==> src/rtl/hazard_stall_controller.sv <==
// Pipeline stall/flush sequencing for the 5-stage core: load-use, taken branch,
// multicycle mult/div occupancy of EX and data-memory wait states.
//   state     | meaning
//   RUN       | normal issue, hazard rules evaluated every cycle
//   MEM_WAIT  | whole pipeline frozen on a data-memory wait state
//   MULDIV    | front end held while a mult/div occupies EX
module hazard_stall_controller #(
   parameter int MULDIV_CYCLES = 8,
   parameter int COUNT_W       = 16
) (
   input  logic               clk,
   input  logic               reset,
   input  logic [4:0]         if_id_rs,
   input  logic [4:0]         if_id_rt,
   input  logic               if_id_uses_rt,
   input  logic               id_ex_mem_read,
   input  logic [4:0]         id_ex_rt,
   input  logic               branch_taken,
   input  logic               muldiv_start,
   input  logic               mem_req,
   input  logic               mem_ready,
   output logic               pc_write,
   output logic               if_id_write,
   output logic               if_id_flush,
   output logic               id_ex_write,
   output logic               id_ex_flush,
   output logic               ex_mem_write,
   output logic               mem_wb_flush,
   output logic [1:0]         ctrl_state,
   output logic [COUNT_W-1:0] stall_count
);

   typedef enum logic [1:0] {
      ST_RUN      = 2'b00,
      ST_MEM_WAIT = 2'b01,
      ST_MULDIV   = 2'b10
   } state_t;

   localparam logic [7:0] LP_CNT_INIT = 8'(MULDIV_CYCLES - 2);

   state_t             r_state;
   state_t             w_next_state;
   logic [7:0]         r_cnt;
   logic [7:0]         w_next_cnt;
   logic [COUNT_W-1:0] r_stall_count;
   logic               w_load_use;
   logic               w_mem_stall;
   logic               w_freeze;
   logic               w_run_eval;
   logic               w_allow_muldiv;

   assign w_load_use  = id_ex_mem_read && (id_ex_rt != 5'd0) &&
                        ((id_ex_rt == if_id_rs) ||
                         (if_id_uses_rt && (id_ex_rt == if_id_rt)));
   assign w_mem_stall = mem_req && !mem_ready;
   assign stall_count = r_stall_count;

   always_comb begin
      pc_write       = 1'b1;
      if_id_write    = 1'b1;
      if_id_flush    = 1'b0;
      id_ex_write    = 1'b1;
      id_ex_flush    = 1'b0;
      ex_mem_write   = 1'b1;
      mem_wb_flush   = 1'b0;
      ctrl_state     = r_state;
      w_next_state   = r_state;
      w_next_cnt     = r_cnt;
      w_freeze       = 1'b0;
      w_run_eval     = 1'b0;
      w_allow_muldiv = 1'b0;

      case (r_state)
         ST_RUN: begin
            if (w_mem_stall) begin
               w_freeze     = 1'b1;
               w_next_state = ST_MEM_WAIT;
            end else begin
               w_run_eval     = 1'b1;
               w_allow_muldiv = 1'b1;
            end
         end
         ST_MEM_WAIT: begin
            if (!mem_ready) begin
               w_freeze = 1'b1;
            end else begin
               w_run_eval     = 1'b1;
               w_allow_muldiv = 1'b1;
            end
         end
         ST_MULDIV: begin
            if (r_cnt != 8'd0) begin
               w_next_cnt = r_cnt - 8'd1;
               if (w_mem_stall) begin
                  w_freeze = 1'b1;
               end else begin
                  pc_write    = 1'b0;
                  if_id_write = 1'b0;
                  id_ex_write = 1'b0;
               end
            end else if (w_mem_stall) begin
               w_freeze = 1'b1;
            end else begin
               w_run_eval = 1'b1;
            end
         end
         default: w_next_state = ST_RUN;
      endcase

      if (w_freeze) begin
         pc_write     = 1'b0;
         if_id_write  = 1'b0;
         id_ex_write  = 1'b0;
         ex_mem_write = 1'b0;
         mem_wb_flush = 1'b1;
      end

      // Release/exit cycles already behave as RUN, so they also report RUN.
      if (w_run_eval) begin
         ctrl_state   = ST_RUN;
         w_next_state = ST_RUN;
         if (branch_taken) begin
            if_id_flush = 1'b1;
            id_ex_flush = 1'b1;
         end else if (muldiv_start && w_allow_muldiv) begin
            pc_write     = 1'b0;
            if_id_write  = 1'b0;
            id_ex_write  = 1'b0;
            w_next_cnt   = LP_CNT_INIT;
            w_next_state = ST_MULDIV;
         end else if (w_load_use) begin
            pc_write    = 1'b0;
            if_id_write = 1'b0;
            id_ex_flush = 1'b1;
         end
      end

      if (reset) begin
         pc_write     = 1'b0;
         if_id_write  = 1'b0;
         id_ex_write  = 1'b0;
         ex_mem_write = 1'b0;
         if_id_flush  = 1'b1;
         id_ex_flush  = 1'b1;
         mem_wb_flush = 1'b1;
         ctrl_state   = ST_RUN;
      end
   end

   always_ff @(posedge clk or posedge reset) begin
      if (reset) begin
         r_state       <= ST_RUN;
         r_cnt         <= 8'd0;
         r_stall_count <= '0;
      end else begin
         r_state <= w_next_state;
         r_cnt   <= w_next_cnt;
         if (!pc_write && (r_stall_count != {COUNT_W{1'b1}}))
            r_stall_count <= r_stall_count + COUNT_W'(1);
      end
   end

endmodule

==> config.mk <==
export PLATFORM = sky130hd
export DESIGN_NAME = hazard_stall_controller
export DESIGN_NICKNAME = d
export VERILOG_FILES = /design/src/rtl/hazard_stall_controller.sv
export SDC_FILE = /design/constraint.sdc
export NUM_CORES = 1
export LEC_CHECK = 0
export CAP_MARGIN = 10
export CORE_AREA = 5 5 63 65
export DETAILED_ROUTE_END_ITERATION = 7
export DIE_AREA = 0 0 68 70
export PLACE_DENSITY = 0.83
export SKIP_CTS_REPAIR_TIMING = 1
export SYNTH_ARGS = -nofsm -noshare
export SYNTH_HDL_FRONTEND = slang
export SYNTH_SLANG_ARGS = --single-unit
==> constraint.sdc <==
create_clock -name clk -period 6.4 [get_ports clk]
set_input_delay 1.28 -clock clk [delete_from_list [all_inputs] [get_ports clk]]
set_output_delay 1.28 -clock clk [all_outputs]
set_load 0.02 [all_outputs]
# Yosys cells after proc, flatten, opt, wreduce, memory -nomap -nowiden

Cells that the tools add are included.

$add $sub $neg: 2
Equal/unequal tests: 7
Muxes and demuxes: 44
Reductions and logical operators: 15

Operators with widths:

| operator                | count |
|---|---|
| $mux W8                 | 5 |
| $mux W1                 | 29 |
| $add A16 B1 Y16 const B | 1 |
| $ne A16 B16 Y1 const B  | 1 |
| $mux W2                 | 6 |
| $eq A5 B5 Y1            | 2 |
| $reduce_bool A8 Y1      | 1 |
| $sub A8 B1 Y8 const B   | 1 |
| $logic_and A1 B1 Y1     | 6 |
| $reduce_bool A5 Y1      | 1 |
| $pmux W1 S2             | 2 |
| $pmux W2 S2             | 1 |
| $reduce_or A2 Y1        | 2 |
| $ne A3 B3 Y1 const B    | 1 |
| $pmux W1 S3             | 1 |
| $eq A2 B1 Y1 const B    | 1 |
| $eq A2 B2 Y1 const B    | 1 |
| $logic_not A1 Y1        | 2 |
| $logic_not A2 Y1        | 1 |
| $ne A2 B1 Y1 const B    | 1 |
| $reduce_and A2 Y1       | 1 |
| $logic_or A1 B1 Y1      | 1 |

Register bits after elaboration: 26
Bits of input ports: 23
Output and inout bits: 25
Word-level logic and storage cells: 71

# Longest topological paths before layout

Depth in word-level cells: 13
Depth in mapped cells: 10

# Worst setup path after synthesis

Ideal clock, no wire load.

Kind: input -> output
Start point: in reset
End point: out pc_write
Arrival time: 2.977 ns
Required time: 5.120 ns
Path slack: 2.143 ns
Stages: 5
Path buffers: 2
Path through: inv_1 and4_1 o31a_1 buf_6 buf_4

Word-level cells in the longest chain between the ends: 1

RTL lines:

| item            | RTL line | RTL |
|---|---|---|
| start, declared | 12       | `input logic reset,` |
| $mux W1         | -        |  |
| end, declared   | 22       | `output logic pc_write,` |

No other way between the ends.

# Final worst setup path

Start point: in id_ex_rt[2]
End point: out pc_write

Word-level cells in the longest chain between the ends: 9

RTL lines:

| item                  | RTL line | RTL |
|---|---|---|
| start, declared       | 17       | `input logic [4:0] id_ex_rt,` |
| $eq A5 B5 Y1          | 54       | `(if_id_uses_rt && (id_ex_rt == if_id_rt)));` |
| $logic_and A1 B1 Y1   | 54       |  |
| $logic_or A1 B1 Y1    | 53       | `((id_ex_rt == if_id_rs) \|\|` |
| $logic_and A1 B1 Y1 * | 52       | `assign w_load_use = id_ex_mem_read && (id_ex_rt != 5'd0) &&` |
| $mux W1 *             | 131      | `end else if (w_load_use) begin` |
| $mux W1 *             | 125      | `end else if (muldiv_start && w_allow_muldiv) begin` |
| $mux W1 *             | 122      | `if (branch_taken) begin` |
| $mux W1 *             | 119      | `if (w_run_eval) begin` |
| $mux W1 *             | 138      | `if (reset) begin` |

Mark *: on every way between the ends. The rest lies on a longest branch, timed or not.

==> impl_metrics.ini <==
[critical_path]
cp_slowest_cell = clkdlybuf4s50_1
path_common_cell = clkdlybuf4s50_1
crit_path_start_kind = primary input
worstRegToRegCells = 8
path_buf_inv = 2
cp_slowest_stage_delay_ns = 0.73
arrival_ns = 3.90
crit_path_max_fanout = 17
path_delay_family = buffers and inverters
rrSetupSlack_ns = 3.42
crit_cells = 5
crit_required_ns = 5.12
cp-end-kind = primary output
crit_path_cell_trace = clkdlybuf4s50_1, or4_1, o21ai_0, o31a_1, clkdlybuf4s50_1
path_class = in2out

[yosys]
ys_warn_count = 0
synth_area_um2 = 1630
synthCells = 171
syn_area_per_cell_um2 = 9.56
ys_dominant_reg_cell = dfrtp_1
synth-seq-cells = 26
ys_types = 41
synth-edff-count = 0
synthArstFlopShare_pct = 100
yosysSeqAreaShare_pct = 39.8
synth_fp_nets = 201

[min_path]
hold_class = reg2reg
min_path_cells = 1

[power]
irDropWorstVdd_uv = 227
p_per_area_nw_per_um2 = 318
p_leak_nw = 0.918
power.total_uw = 701

[floorplan]
die_height_um = 70
initial_core_util_pct = 49.8
dieArea_um2 = 4760
rows = 21
core_area_um2 = 3280
fp.dieW_um = 68
io_pins = 48

[cts]
cts_max_path_buffers = 2
h-tree-depth = 1
cts_tree = built
numCtsBuffers = 3
path_clk_slew_ns = 0.15
cts_sinks = 26
clk_latency_ns = 0.32
clock-root-buffer = clkbuf_4

[final_layout]
drive_above_1_share_pct = 7.27
area_growth_pct = 34.8
diodes = 0
fillers = 283
fin_util_pct = 67.1
num-nets-final = 251
fin_area_um2 = 2200

[detailed_routing]
wl_per_cell_um = 14.0
drt_pre_antenna_iters = 4
vias = 1381
dr_wl_met3_um = 332
antenna_left = 0
vias_per_cell = 5.19
wl_met2_mm = 1.71
met1Wirelength_mm = 1.63
topRoutingLayerUsed = met4
drc_errors = 0
routed_wl_mm = 3.72
first_iter_violations = 65

[run]
cap_violations = 0

[grt]
antenna_found_initial = 0
grt_pass1_wl_mm = 6.22
grtUsageTotal_pct = 16.3
grt_overflow = 0
grt_max_degree = 31
grt_pass1_vias = 1354

[timing]
fin_setup_tns_ns = 0
rsz0062_at_grt = no
slew_headroom_pct = 54.1
finalCritPeriodShare_pct = 81.0
setup_viol = 0
fmax_ghz = 0.193
skew_ns = 0.00144
drv_slew = 0
worstMarginPinSlew_ns = 0.688
period_minus_slack_ns = 5.18
hold_viol = 0

[run_status]
status = complete, no violations

[placed_design]
placed_area_um2 = 2150
place_hpwl_mm = 2.85
numPortBuffers = 47
gp_congestion = 0.841
cell usage after synthesis, types with 2 or more instances:
master / count / area (um2)
nor4b_1: 3 / 26.3
mux2_2: 2 / 22.5
o21ai_0: 6 / 30.0
nor2_1: 15 / 56.3
nor4_1: 2 / 12.5
nand2_1: 17 / 63.8
ha_1: 7 / 87.6
inv_1: 6 / 22.5
nand3_1: 9 / 45.0
o21a_1: 2 / 15.0
dfrtp_1: 26 / 651
nor3_1: 11 / 55.1
xor2_1: 23 / 201
and4_1: 3 / 26.3
o211ai_1: 3 / 22.5
nor4_2: 4 / 50.1
xnor2_1: 6 / 52.6
nand2b_1: 2 / 12.5
clkbuf_1: 2 / 7.51
power breakdown:
part           internal [mW]  leakage [nW]  switching, mW
Sequential             0.213         0.322         0.0547
Clock                 0.0633        0.0279         0.0509
Combinational          0.154         0.568          0.165
area by class of cell:
cell class	count	area, um2	share of cell area [%]
well taps	46	57.6	2.61
clock inverters	1	30.0	1.36
repair buffers	49	485	22.0
flip-flops and latches	26	651	29.5
clock buffers	3	22.5	1.02
inverters	6	22.5	1.02
multi-input cells	135	935	42.4
path summary, 6_finish.rpt:
kind | start | to
min in group asynchronous | reset | r_state[1]$_DFFE_PP0P_
hold reg to reg | stall_count[5]$_DFFE_PP0P_ | stall_count[5]$_DFFE_PP0P_
hold / removal | stall_count[5]$_DFFE_PP0P_ | stall_count[5]$_DFFE_PP0P_
setup / recovery | id_ex_rt[2] | pc_write
max in group asynchronous | reset | stall_count[1]$_DFFE_PP0P_
setup reg to reg | r_cnt[0]$_DFF_PP0_ | stall_count[14]$_DFFE_PP0P_
cells by family after synthesis:
| logic type | Yosys count | share of synthesized area [%] |
|---|---|---|
| AOI/OAI and AO/OA | 18 | 7.35 |
| xor gates and xnor gates | 29 | 15.5 |
| adders and majority gates | 7 | 5.36 |
| buffers and inverters | 10 | 2.99 |
| DFF | 26 | 39.8 |
| muxes | 3 | 2.07 |
| and+or+nand+nor | 78 | 26.9 |
worst reg2reg max path, delay by kind of cell (launching register included):
kind                     cells  cell delay [ns]
AND/OR/NAND/NOR              3             1.19
buffers and inverters        1             0.10
AO/OA/AOI/OAI                2             0.67
flip-flops                   1             0.43
multiplexers                 1             0.35
adder cells (fa/ha/maj)      1             0.15
registers in the layout, summed over array words and instances (netlist names):
signal / count
r_cnt: 8
r_state: 2
stall_count: 16
routing by layer:
layer	GRT usage [%]	up-vias
met4	5.08	0
met2	26.6	38
li1	-	702
met1	20.7	639
met3	4.49	2
met5	0	-
per-stage QoR:
| step | hold slack [ns] | instances | setup slack, ns |
|---|---|---|---|
| 6_report | 0.507 | 266 | 1.22 |
| 3_5_place_dp | 0.485 | 262 | 1.22 |
| 3_3_place_gp | 0.474 | 262 | 1.25 |
| 4_1_cts | 0.509 | 266 | 1.21 |
| 5_1_grt | 0.522 | 266 | 1.09 |
| 2_1_floorplan | 0.479 | 171 | 2.14 |
cells in the final DEF, fill, tap and decap left out, types with 2 or more instances in the layout:
master           instances
and4_1                   3
buf_4                    2
clkbuf_4                 3
clkdlybuf4s50_1         47
dfrtp_1                 26
ha_1                     7
inv_1                    6
mux2_2                   2
nand2_1                 17
nand2b_1                 2
nand3_1                  9
nor2_1                  15
nor3_1                  11
nor4_1                   2
nor4_2                   4
nor4b_1                  3
o211ai_1                 3
o21a_1                   2
o21ai_0                  6
xnor2_1                  6
xor2_1                  23
No activity file was read; power rests on OpenSTA's default activity.
